**config.mk**
```make
export PLATFORM = sky130hd
export DESIGN_NAME = ovl_fire_collector
export DESIGN_NICKNAME = d
export VERILOG_FILES = /design/src/rtl/ovl_fire_collector_pkg.sv /design/src/rtl/ovl_fire_fifo.sv /design/src/rtl/ovl_fire_collector.sv
export SDC_FILE = /design/constraint.sdc
export NUM_CORES = 1
export LEC_CHECK = 0
export ABC_AREA = 1
export BUFFER_PORTS_ARGS = -buffer_cell sky130_fd_sc_hd__buf_4
export CORE_MARGIN = 2
export CORE_UTILIZATION = 62
export DETAILED_ROUTE_END_ITERATION = 16
export GPL_ROUTABILITY_DRIVEN = 0
export PLACE_DENSITY = 0.85
export SYNTH_ARGS = -nofsm -noshare
export SYNTH_HDL_FRONTEND = slang
export SYNTH_SLANG_ARGS = --single-unit
```
**constraint.sdc**
```tcl
create_clock -name clk -period 5 [get_ports clk]
set_input_delay 0.5 -clock clk [delete_from_list [all_inputs] [get_ports clk]]
set_output_delay 0.5 -clock clk [all_outputs]
set_load 0.1 [all_outputs]
```
**src/rtl/ovl_fire_collector_pkg.sv**
```systemverilog
// Shared widths and record layout helpers for the checker fire collector.
// A record is {id, time} with the timestamp in the low bits.
package ovl_fire_collector_pkg;

    function automatic int idWidth(input int n);
        return (n > 1) ? $clog2(n) : 1;
    endfunction

    function automatic int recWidth(input int n, input int tw);
        return idWidth(n) + tw;
    endfunction

    localparam int TIME_LSB = 0;

    function automatic int idLsb(input int tw);
        return TIME_LSB + tw;
    endfunction

endpackage

```
**src/rtl/ovl_fire_fifo.sv**
```systemverilog
// First-word-fall-through synchronous FIFO; the head holds the last popped
// word while empty so downstream fields stay steady between records.
module ovl_fire_fifo #(
    parameter int WIDTH = 8,
    parameter int DEPTH = 8
) (
    input  logic             clk,
    input  logic             rst,
    input  logic             push,
    input  logic [WIDTH-1:0] push_data,
    input  logic             pop,
    output logic             full,
    output logic             empty,
    output logic [WIDTH-1:0] head
);
    localparam int AW = $clog2(DEPTH);

    logic [WIDTH-1:0] mem_q [DEPTH];
    logic [AW-1:0]    wrPtr_q;
    logic [AW-1:0]    rdPtr_q;
    logic [AW:0]      count_q;
    logic [WIDTH-1:0] lastHead_q;
    logic             doPush;
    logic             doPop;

    assign empty  = (count_q == '0);
    assign full   = (count_q == (AW+1)'(DEPTH));
    assign doPop  = pop && !empty;
    assign doPush = push && (!full || doPop);
    assign head   = empty ? lastHead_q : mem_q[rdPtr_q];

    always_ff @(posedge clk) begin
        if (doPush) begin
            mem_q[wrPtr_q] <= push_data;
        end
    end

    always_ff @(posedge clk) begin
        if (rst) begin
            wrPtr_q    <= '0;
            rdPtr_q    <= '0;
            count_q    <= '0;
            lastHead_q <= '0;
        end else begin
            if (doPush) begin
                wrPtr_q <= wrPtr_q + AW'(1);
            end
            if (doPop) begin
                rdPtr_q    <= rdPtr_q + AW'(1);
                lastHead_q <= mem_q[rdPtr_q];
            end
            case ({doPush, doPop})
                2'b10:   count_q <= count_q + (AW+1)'(1);
                2'b01:   count_q <= count_q - (AW+1)'(1);
                default: count_q <= count_q;
            endcase
        end
    end

endmodule

```
**src/rtl/ovl_fire_collector.sv**
```systemverilog
// Collects single-cycle checker fire pulses, timestamps them, queues {id, time}
// records for the host and accounts for fires lost to a still-pending slot.
module ovl_fire_collector
    import ovl_fire_collector_pkg::*;
#(
    parameter int N     = 8,
    parameter int TW    = 16,
    parameter int DEPTH = 8,
    parameter int DW    = 8,
    localparam int ID_W = idWidth(N)
) (
    input  logic            clk,
    input  logic            rst,
    input  logic            enable,
    input  logic [N-1:0]    fire,
    output logic            evt_valid,
    input  logic            evt_ready,
    output logic [ID_W-1:0] evt_id,
    output logic [TW-1:0]   evt_time,
    output logic            overflow,
    input  logic            clear_overflow,
    output logic [DW-1:0]   drop_count
);
    localparam int REC_W = recWidth(N, TW);
    localparam int ID_LSB = idLsb(TW);
    localparam int CW = $clog2(N + 1);
    localparam int SW = ((DW > CW) ? DW : CW) + 1;
    localparam logic [DW-1:0] MAX_COUNT = {DW{1'b1}};

    logic [TW-1:0]    time_q;
    logic [N-1:0]     pending_q;
    logic [N-1:0]     pending_d;
    logic [TW-1:0]    slotTime_q [N];
    logic             overflow_q;
    logic             overflow_d;
    logic [DW-1:0]    dropCount_q;
    logic [DW-1:0]    dropCount_d;

    logic [N-1:0]     capture;
    logic [N-1:0]     grant;
    logic [N-1:0]     drops;
    logic [ID_W-1:0]  grantId;
    logic             grantValid;
    logic             canPush;
    logic             popFire;
    logic             fifoFull;
    logic             fifoEmpty;
    logic [CW-1:0]    dropNum;
    logic [SW-1:0]    dropSum;
    logic [REC_W-1:0] pushData;
    logic [REC_W-1:0] headData;

    assign popFire = !fifoEmpty && evt_ready;
    assign canPush = !fifoFull || popFire;
    assign capture = enable ? fire : '0;

    // Fixed priority: the lowest-index pending slot wins whenever the FIFO can take it.
    always_comb begin
        grant      = '0;
        grantId    = '0;
        grantValid = 1'b0;
        for (int i = 0; i < N; i++) begin
            if (pending_q[i] && canPush && !grantValid) begin
                grant[i]   = 1'b1;
                grantId    = i[ID_W-1:0];
                grantValid = 1'b1;
            end
        end
    end

    // A repeat fire only counts as lost if its slot is still occupied after this edge.
    always_comb begin
        drops     = capture & pending_q & ~grant;
        pending_d = (pending_q & ~grant) | capture;
        dropNum   = '0;
        for (int i = 0; i < N; i++) begin
            dropNum = dropNum + CW'(drops[i]);
        end
        dropSum     = SW'(clear_overflow ? '0 : dropCount_q) + SW'(dropNum);
        dropCount_d = (dropSum > SW'(MAX_COUNT)) ? MAX_COUNT : dropSum[DW-1:0];
        overflow_d  = (dropNum != '0) || (overflow_q && !clear_overflow);
    end

    assign pushData = {grantId, slotTime_q[grantId]};

    always_ff @(posedge clk) begin
        if (rst) begin
            time_q      <= '0;
            pending_q   <= '0;
            overflow_q  <= 1'b0;
            dropCount_q <= '0;
            for (int i = 0; i < N; i++) begin
                slotTime_q[i] <= '0;
            end
        end else begin
            time_q      <= time_q + TW'(1);
            pending_q   <= pending_d;
            overflow_q  <= overflow_d;
            dropCount_q <= dropCount_d;
            for (int i = 0; i < N; i++) begin
                if (capture[i] && !drops[i]) begin
                    slotTime_q[i] <= time_q;
                end
            end
        end
    end

    ovl_fire_fifo #(
        .WIDTH (REC_W),
        .DEPTH (DEPTH)
    ) u_fifo (
        .clk       (clk),
        .rst       (rst),
        .push      (grantValid),
        .push_data (pushData),
        .pop       (evt_ready),
        .full      (fifoFull),
        .empty     (fifoEmpty),
        .head      (headData)
    );

    assign evt_valid  = !fifoEmpty;
    assign evt_id     = headData[ID_LSB +: ID_W];
    assign evt_time   = headData[TIME_LSB +: TW];
    assign overflow   = overflow_q;
    assign drop_count = dropCount_q;

endmodule

```
# == After elaboration in Yosys (flattened, before gate mapping) ==
# Memories as Yosys holds them, arrays and structs flattened. A register that Yosys moved wholly into a read port is not among the register bits.
# Index checks and enable logic that the tools add are counted.
# classes
add_sub_neg,13
order_cmp,1
eq_ne,3
muxes,65
bitwise_logic,13
reduce_logical,49
# op_table
cell,count
two-way mux 16 bit,8
two-way mux 1 bit,44
logical AND 1 bit,26
bitwise AND 8 bit,3
two-way mux 3 bit,8
two-way mux 8 bit,3
two-way mux 19 bit,1
zero test 1 bit,18
"adder 16 x 1 -> 16 bit, second input constant",1
adder 4 x 1 -> 4 bit,4
adder 8 x 4 -> 9 bit,1
"greater-than comparator 9 x 8 -> 1 bit, second input constant",1
inverter 8 bit,1
OR 1 bit,8
OR 8 bit,1
one-hot mux 4 bit (2 select lines),1
"adder 3 x 1 -> 3 bit, second input constant",2
adder 3 x 1 -> 4 bit,1
"adder 4 x 1 -> 4 bit, second input constant",1
"equality test 4 bit, second input constant",1
zero test 4 bit,1
nonzero test 4 bit,1
"subtractor 4 x 1 -> 4 bit, second input constant",1
adder 2 x 1 -> 3 bit,1
other kinds (5),6
# word_totals
register_bits,62
ram_bits,280
input_bits,13
output_inout_bits,29
wordCells,154
mem_count,2
# memory_table
name,words,word_bits,read_ports,rd_ports_with_merged_regs,write_ports,line_no,rtl
u_fifo.mem_q,8,19,1,1,1,ovl_fire_fifo.sv:18,logic [WIDTH-1:0] mem_q [DEPTH];
slotTime_q,8,16,1,0,8,ovl_fire_collector.sv:33,logic [TW-1:0] slotTime_q [N];

# == Logic depth before layout (Yosys ltp) ==
# depth
depth_word,39
mapped_depth,24
ltp_nobuf,23

# == By module ==
# Synthesis repeated with hierarchy kept, for this count alone.
# hier_totals
hier_cells,1627
area_unflattened_um2,15605.0
# by_module_without_submodules
mod,instances,cells_per_inst,area_per_inst_um2,seq_area_each_um2
ovl_fire_collector,1,956,8139.1,4504.3
ovl_fire_fifo,1,671,7465.9,5205.0

# == Worst setup path before layout ==
# No wires, ideal clock.
# synth_timing
path_kind,in2reg
startpoint,input evt_ready
endpoint,"register dropCount_q[5], in the netlist drop_count[5]"
setup_ns,0.072
t_arrival_ns,4.581
required_ns,4.928
setup_slack_ns,0.347
cell_stages,21
n_path_buf,1
path_cell_list,nor2_1 nand3_2 buf_6 a21oi_1 inv_1 nor2_1 fa_1 inv_1 fa_1 inv_1 fa_1 ha_1 fa_1 xor2_1 ha_1 a21oi_1 o21ai_0 nand4_1 nor2_1 nand2_1 a21oi_1
# synth_via
elab_chain_len,31
word_cells_on_any_way,50
classes_between,8 x add/sub; 1 x order compare; 15 x mux; 2 x bitwise; 24 x reduce/logical
# synth_rtl
element,line_no,rtl
from (decl),ovl_fire_collector.sv:17,"input logic evt_ready,"
logical AND 1 bit *,ovl_fire_collector.sv:53,assign popFire = !fifoEmpty && evt_ready;
logical OR 1 bit *,ovl_fire_collector.sv:54,assign canPush = !fifoFull || popFire;
logical AND 1 bit,ovl_fire_collector.sv:63,if (pending_q[i] && canPush && !grantValid) begin
two-way mux 1 bit,ovl_fire_collector.sv:63,
zero test 1 bit,ovl_fire_collector.sv:63,
logical AND 1 bit,ovl_fire_collector.sv:63,
two-way mux 1 bit,ovl_fire_collector.sv:63,
zero test 1 bit,ovl_fire_collector.sv:63,
(+15 left out),n/a,
logical AND 1 bit,ovl_fire_collector.sv:63,
two-way mux 1 bit,ovl_fire_collector.sv:63,
inverter 8 bit *,ovl_fire_collector.sv:73,drops = capture & pending_q & ~grant;
bitwise AND 8 bit *,ovl_fire_collector.sv:73,
adder 4 x 1 -> 4 bit *,ovl_fire_collector.sv:77,dropNum = dropNum + CW'(drops[i]);
adder 8 x 4 -> 9 bit *,ovl_fire_collector.sv:79,dropSum = SW'(clear_overflow ? '0 : dropCount_q) + SW'(dropNum);
greater-than comparator 9 x 8 -> 1 bit,ovl_fire_collector.sv:80,dropCount_d = (dropSum > SW'(MAX_COUNT)) ? MAX_COUNT : dropSum[DW-1:0];
two-way mux 8 bit *,ovl_fire_collector.sv:80,
to (signal assigned),ovl_fire_collector.sv:99,dropCount_q <= dropCount_d;
to (decl),ovl_fire_collector.sv:36,logic [DW-1:0] dropCount_q;
# Every way passes the cells marked *; elsewhere a longest branch is shown, timed or not.
# A chain may end at the register's enable or synchronous reset.

# == Worst setup path in the final report ==
# layout_timing
startpoint,register u_fifo.count_q[2]
endpoint,"register dropCount_q[7], in the netlist drop_count[7]"
# layout_via
elab_chain_len,33
word_cells_on_any_way,54
classes_between,8 x add/sub; 1 x order compare; 1 x eq/ne; 15 x mux; 2 x bitwise; 27 x reduce/logical
# layout_rtl
element,line_no,rtl
from (decl),ovl_fire_fifo.sv:21,logic [AW:0] count_q;
from (signal assigned),ovl_fire_fifo.sv:53,2'b10: count_q <= count_q + (AW+1)'(1);
from (signal assigned),ovl_fire_fifo.sv:54,2'b01: count_q <= count_q - (AW+1)'(1);
from (signal assigned),ovl_fire_fifo.sv:55,default: count_q <= count_q;
zero test 4 bit,ovl_fire_fifo.sv:26,assign empty = (count_q == '0);
zero test 1 bit,ovl_fire_collector.sv:53,
logical AND 1 bit,ovl_fire_collector.sv:53,
logical OR 1 bit *,ovl_fire_collector.sv:54,
logical AND 1 bit,ovl_fire_collector.sv:63,
two-way mux 1 bit,ovl_fire_collector.sv:63,
zero test 1 bit,ovl_fire_collector.sv:63,
logical AND 1 bit,ovl_fire_collector.sv:63,
(+17 left out),n/a,
logical AND 1 bit,ovl_fire_collector.sv:63,
two-way mux 1 bit,ovl_fire_collector.sv:63,
inverter 8 bit *,ovl_fire_collector.sv:73,
bitwise AND 8 bit *,ovl_fire_collector.sv:73,
adder 4 x 1 -> 4 bit *,ovl_fire_collector.sv:77,
adder 8 x 4 -> 9 bit *,ovl_fire_collector.sv:79,
greater-than comparator 9 x 8 -> 1 bit,ovl_fire_collector.sv:80,
two-way mux 8 bit *,ovl_fire_collector.sv:80,
# Marked as above.

==> impl_metrics.env <==
export IMPL_synth_nets=1513
export IMPL_core_um2=24250
export IMPL_portBuffers=41
export IMPL_finalCriticalPeriod_ns=4.721
export IMPL_crit_fanout=9
export IMPL_avgSynthCellArea_um2=10.31
export IMPL_dieArea_um2=25890
export IMPL_p_leak_nw=6.501
export IMPL_multi_input_area_um2=4587
export IMPL_setup_viol=0
export IMPL_slew_headroom_pct=27.84
export IMPL_cp_endpoint="drop_count[7]$_SDFF_PP0_"
export IMPL_outcome="complete, no violations"
export IMPL_critPathKind="flop to flop"
export IMPL_ir_worst_vdd_mv=0.6848
export IMPL_setup_ws_ns=0.2793
export IMPL_antenna_found_initial=0
export IMPL_yosys_area_share_simple_pct=17.98
export IMPL_clkSinkCount=345
export IMPL_crit_buf_inv=3
export IMPL_netlist_area_leader_share_pct=55.09
export IMPL_synth_most_common_cell="edfxtp_1"
export IMPL_synth_top_flop_cell="edfxtp_1"
export IMPL_routed_wl_um=32040
export IMPL_drc=0
export IMPL_reg2reg_to="drop_count[7]$_SDFF_PP0_"
export IMPL_ys_warn_count=0
export IMPL_grt_overflow=0
export IMPL_r2r_slack_ns=0.28
export IMPL_syn_area_um2=15260
export IMPL_synth_edf_count=280
export IMPL_r2r_start="u_fifo.count_q[2]$_SDFFE_PP0P_"
export IMPL_synthTopCellsByArea="edfxtp_1, dfxtp_1, nor2_1"
export IMPL_ant_nets=0
export IMPL_routedWlPerCell_um=17.35
export IMPL_io_pins=42
export IMPL_critPathLaunch="u_fifo.count_q[2]$_SDFFE_PP0P_"
export IMPL_start_util_pct=62.95
export IMPL_synthCells=1481
export IMPL_yosysUniqueCellTypes=35
export IMPL_cts_tree="yes"
export IMPL_max_freq_ghz=0.2118
export IMPL_fin_skew_ns=0.01726
export IMPL_nNetsFinal=1530
export IMPL_worst_path_dominant_cell_family="adder cells"
export IMPL_clkLatencyLatePin_ns=0.51
export IMPL_ys_ff_latch=345
export IMPL_synth_top_area_cell="edfxtp_1"
export IMPL_cp_common_cell="fa_1"
export IMPL_area_delta_synth_final_pct=10.55
export IMPL_clkTransAtPathRegs_ns=0.06
export IMPL_power_density_nw_per_um2=542.2
export IMPL_synth_compound_area_share_pct=8.279
export IMPL_synth_fa_ha_area_share_pct=1.853
export IMPL_regArea_um2=9712
export IMPL_worst_slew_pin_slew_ns=1.081
export IMPL_layout_drive_gt1_share_pct=9.198
export IMPL_critPathCaptureType="flop"
export IMPL_critical_path_slowest_cell="fa_1"
export IMPL_placed_cell_area_um2=15770
export IMPL_vias=10590
export IMPL_clk_path_buf_depth=3
export IMPL_finalInstanceArea_um2=16870
export IMPL_die_h_um=160.9
export IMPL_arrival_ns=5.10
export IMPL_synthArstFlopShare_pct=0
export IMPL_rows=57
export IMPL_antennaDiodeCount=0
export IMPL_critPathRequiredTime_ns=5.38
export IMPL_first_pass_iters=5
export IMPL_die_w_um=160.9
export IMPL_synthMuxAreaShare_pct=1.246
export IMPL_critPathMaxStageDelay_ns=0.44
export IMPL_htree_levels=2
export IMPL_grt_pass1_wl_um=51510
export IMPL_vias_per_cell=5.738
export IMPL_hp_class="input port to flop"
export IMPL_yosysSeqAreaShare_pct=63.61
export IMPL_crit_chain="nor2_1, nand3_2, a21oi_2, inv_1, nor2_1, fa_1, inv_1, fa_1, inv_1, fa_1, ha_1, fa_1, xor2_1, ha_1, nand3_1, nand2_1, nand2_1, a21oi_2, nand3_1, xnor2_1, a21oi_1"
export IMPL_cp_start_kind="flop"
export IMPL_ff2ff_path_depth=21
export IMPL_grt_max_degree=68
export IMPL_path_depth=21
export IMPL_dpl_hpwl_um=19050
export IMPL_hold_viol=0
export IMPL_cts_hold_buffers=0
export IMPL_clockRootBuffer="clkbuf_16"
export IMPL_synth_commonest_cells="edfxtp_1, nor2_1, nand2_1"
export IMPL_synth_top_family_by_area="simple AND/OR/NAND/NOR gates"
export IMPL_pre_cts_slack_ns=-0.1762
export IMPL_track_usage_pct=24.91
export IMPL_maxCapViolations=0
export IMPL_synthXorXnorAreaFrac_pct=0.5164
export IMPL_drt_first_iter_violations=846
export IMPL_grt_pass1_vias=10450
export IMPL_finalCritPeriodShare_pct=94.41
export IMPL_slew_violations=0
export IMPL_nFillCells=1657
export IMPL_cts_buffers=35
flip-flops by register name, summed over array words and instances, names as in the netlist, named ones only:
signal	flops
drop_count	8
overflow	1
pending_q	8
slotTime_q	128
time_q	16
u_fifo.count_q	4
u_fifo.lastHead_q	19
u_fifo.mem_q	152
u_fifo.rdPtr_q	3
u_fifo.wrPtr_q	3
layout by cell type, fill, tap and decap left out, drive strengths merged, types with 3 or more instances in the layout:
cell	instances
nand4	10
nor3	7
clkbuf	46
o221ai	19
a21oi	62
buf	63
inv	153
o21ai	119
clkinv	16
dfxtp	65
fa	6
xor2	5
edfxtp	280
nand3	100
nand3b	48
mux2i	19
ha	13
nand2	229
o32ai	19
clkinvlp	3
xnor2	4
nor2	231
worst reg2reg max path, stage by stage (launching register included):
cell	delay (ns)
dfxtp_1	0.33
nor2_1	0.14
nand3_2	0.22
a21oi_2	0.24
inv_1	0.10
nor2_1	0.14
fa_1	0.44
inv_1	0.09
fa_1	0.38
inv_1	0.09
fa_1	0.42
ha_1	0.25
fa_1	0.38
xor2_1	0.19
ha_1	0.36
nand3_1	0.11
nand2_1	0.10
nand2_1	0.09
a21oi_2	0.19
nand3_1	0.11
xnor2_1	0.15
a21oi_1	0.08
per-stage QoR:
stage          cells  power, mW  utilization [%]  hold WS, ns  setup TNS [ns]
6_report        1846      9.149            69.59       0.2936               0
5_1_grt         1846      9.523            69.59       0.3045        -0.04327
4_1_cts         1846      9.177            69.52       0.2869               0
3_5_place_dp    1785      6.697            65.02       0.4558          -1.080
3_3_place_gp    1785      6.604            65.02       0.4411               0
2_1_floorplan   1481      6.023                -       0.4297               0
final cells by class:
| cell class | count | share of cell area, % |
|---|---|---|
| clock inverters | 15 | 0.6006 |
| clock buffers | 46 | 5.865 |
| flip-flops and latches | 345 | 57.56 |
| repair buffers | 63 | 2.877 |
| well taps | 324 | 2.402 |
| inverters | 158 | 3.515 |
| multi-input cells | 895 | 27.18 |
report_power, final:
part | switching, mW | internal [mW]
combinational | 2.31 | 0.650
sequential | 0.167 | 3.53
clock | 1.04 | 1.44
total | 3.52 | 5.62
routing by layer:
| layer | up-vias | track usage (%) | wire length (µm) |
|---|---|---|---|
| li1 | 5083 | - | - |
| met1 | 5059 | 31.06 | 12690 |
| met2 | 366 | 44.26 | 16600 |
| met3 | 85 | 3.745 | 1905 |
| met4 | 0 | 9.213 | 837 |
| met5 | - | 0 | 0 |
kinds of logic after synthesis:
| logic type | after synthesis |
|---|---|
| xor+xnor | 9 |
| simple gates | 626 |
| buf+inv | 241 |
| flops | 345 |
| compound gates | 222 |
| mux | 19 |
| fa+ha+maj | 19 |
repair_timing:
item / CTS / global route
setup buffers: 0 / 0
endpoints found under the setup margin: 0 / 8
resized for setup: 0 / 6
worst min-delay path by stage:
stage          cells past startpoint                      end  slack (ns)             startpoint
2_1_floorplan                      1     time_q[0]$_SDFF_PP0_        0.43   time_q[0]$_SDFF_PP0_
3_3_place_gp                       1     time_q[0]$_SDFF_PP0_        0.44   time_q[0]$_SDFF_PP0_
3_5_place_dp                       2    time_q[15]$_SDFF_PP0_        0.46  time_q[15]$_SDFF_PP0_
4_1_cts                            3  pending_q[6]$_SDFF_PP0_        0.29                fire[6]
5_1_grt                            3  pending_q[6]$_SDFF_PP0_        0.30                fire[6]
6_report                           3  pending_q[7]$_SDFF_PP0_        0.29                fire[7]
Note: power is estimated with default switching activity, not from simulation.
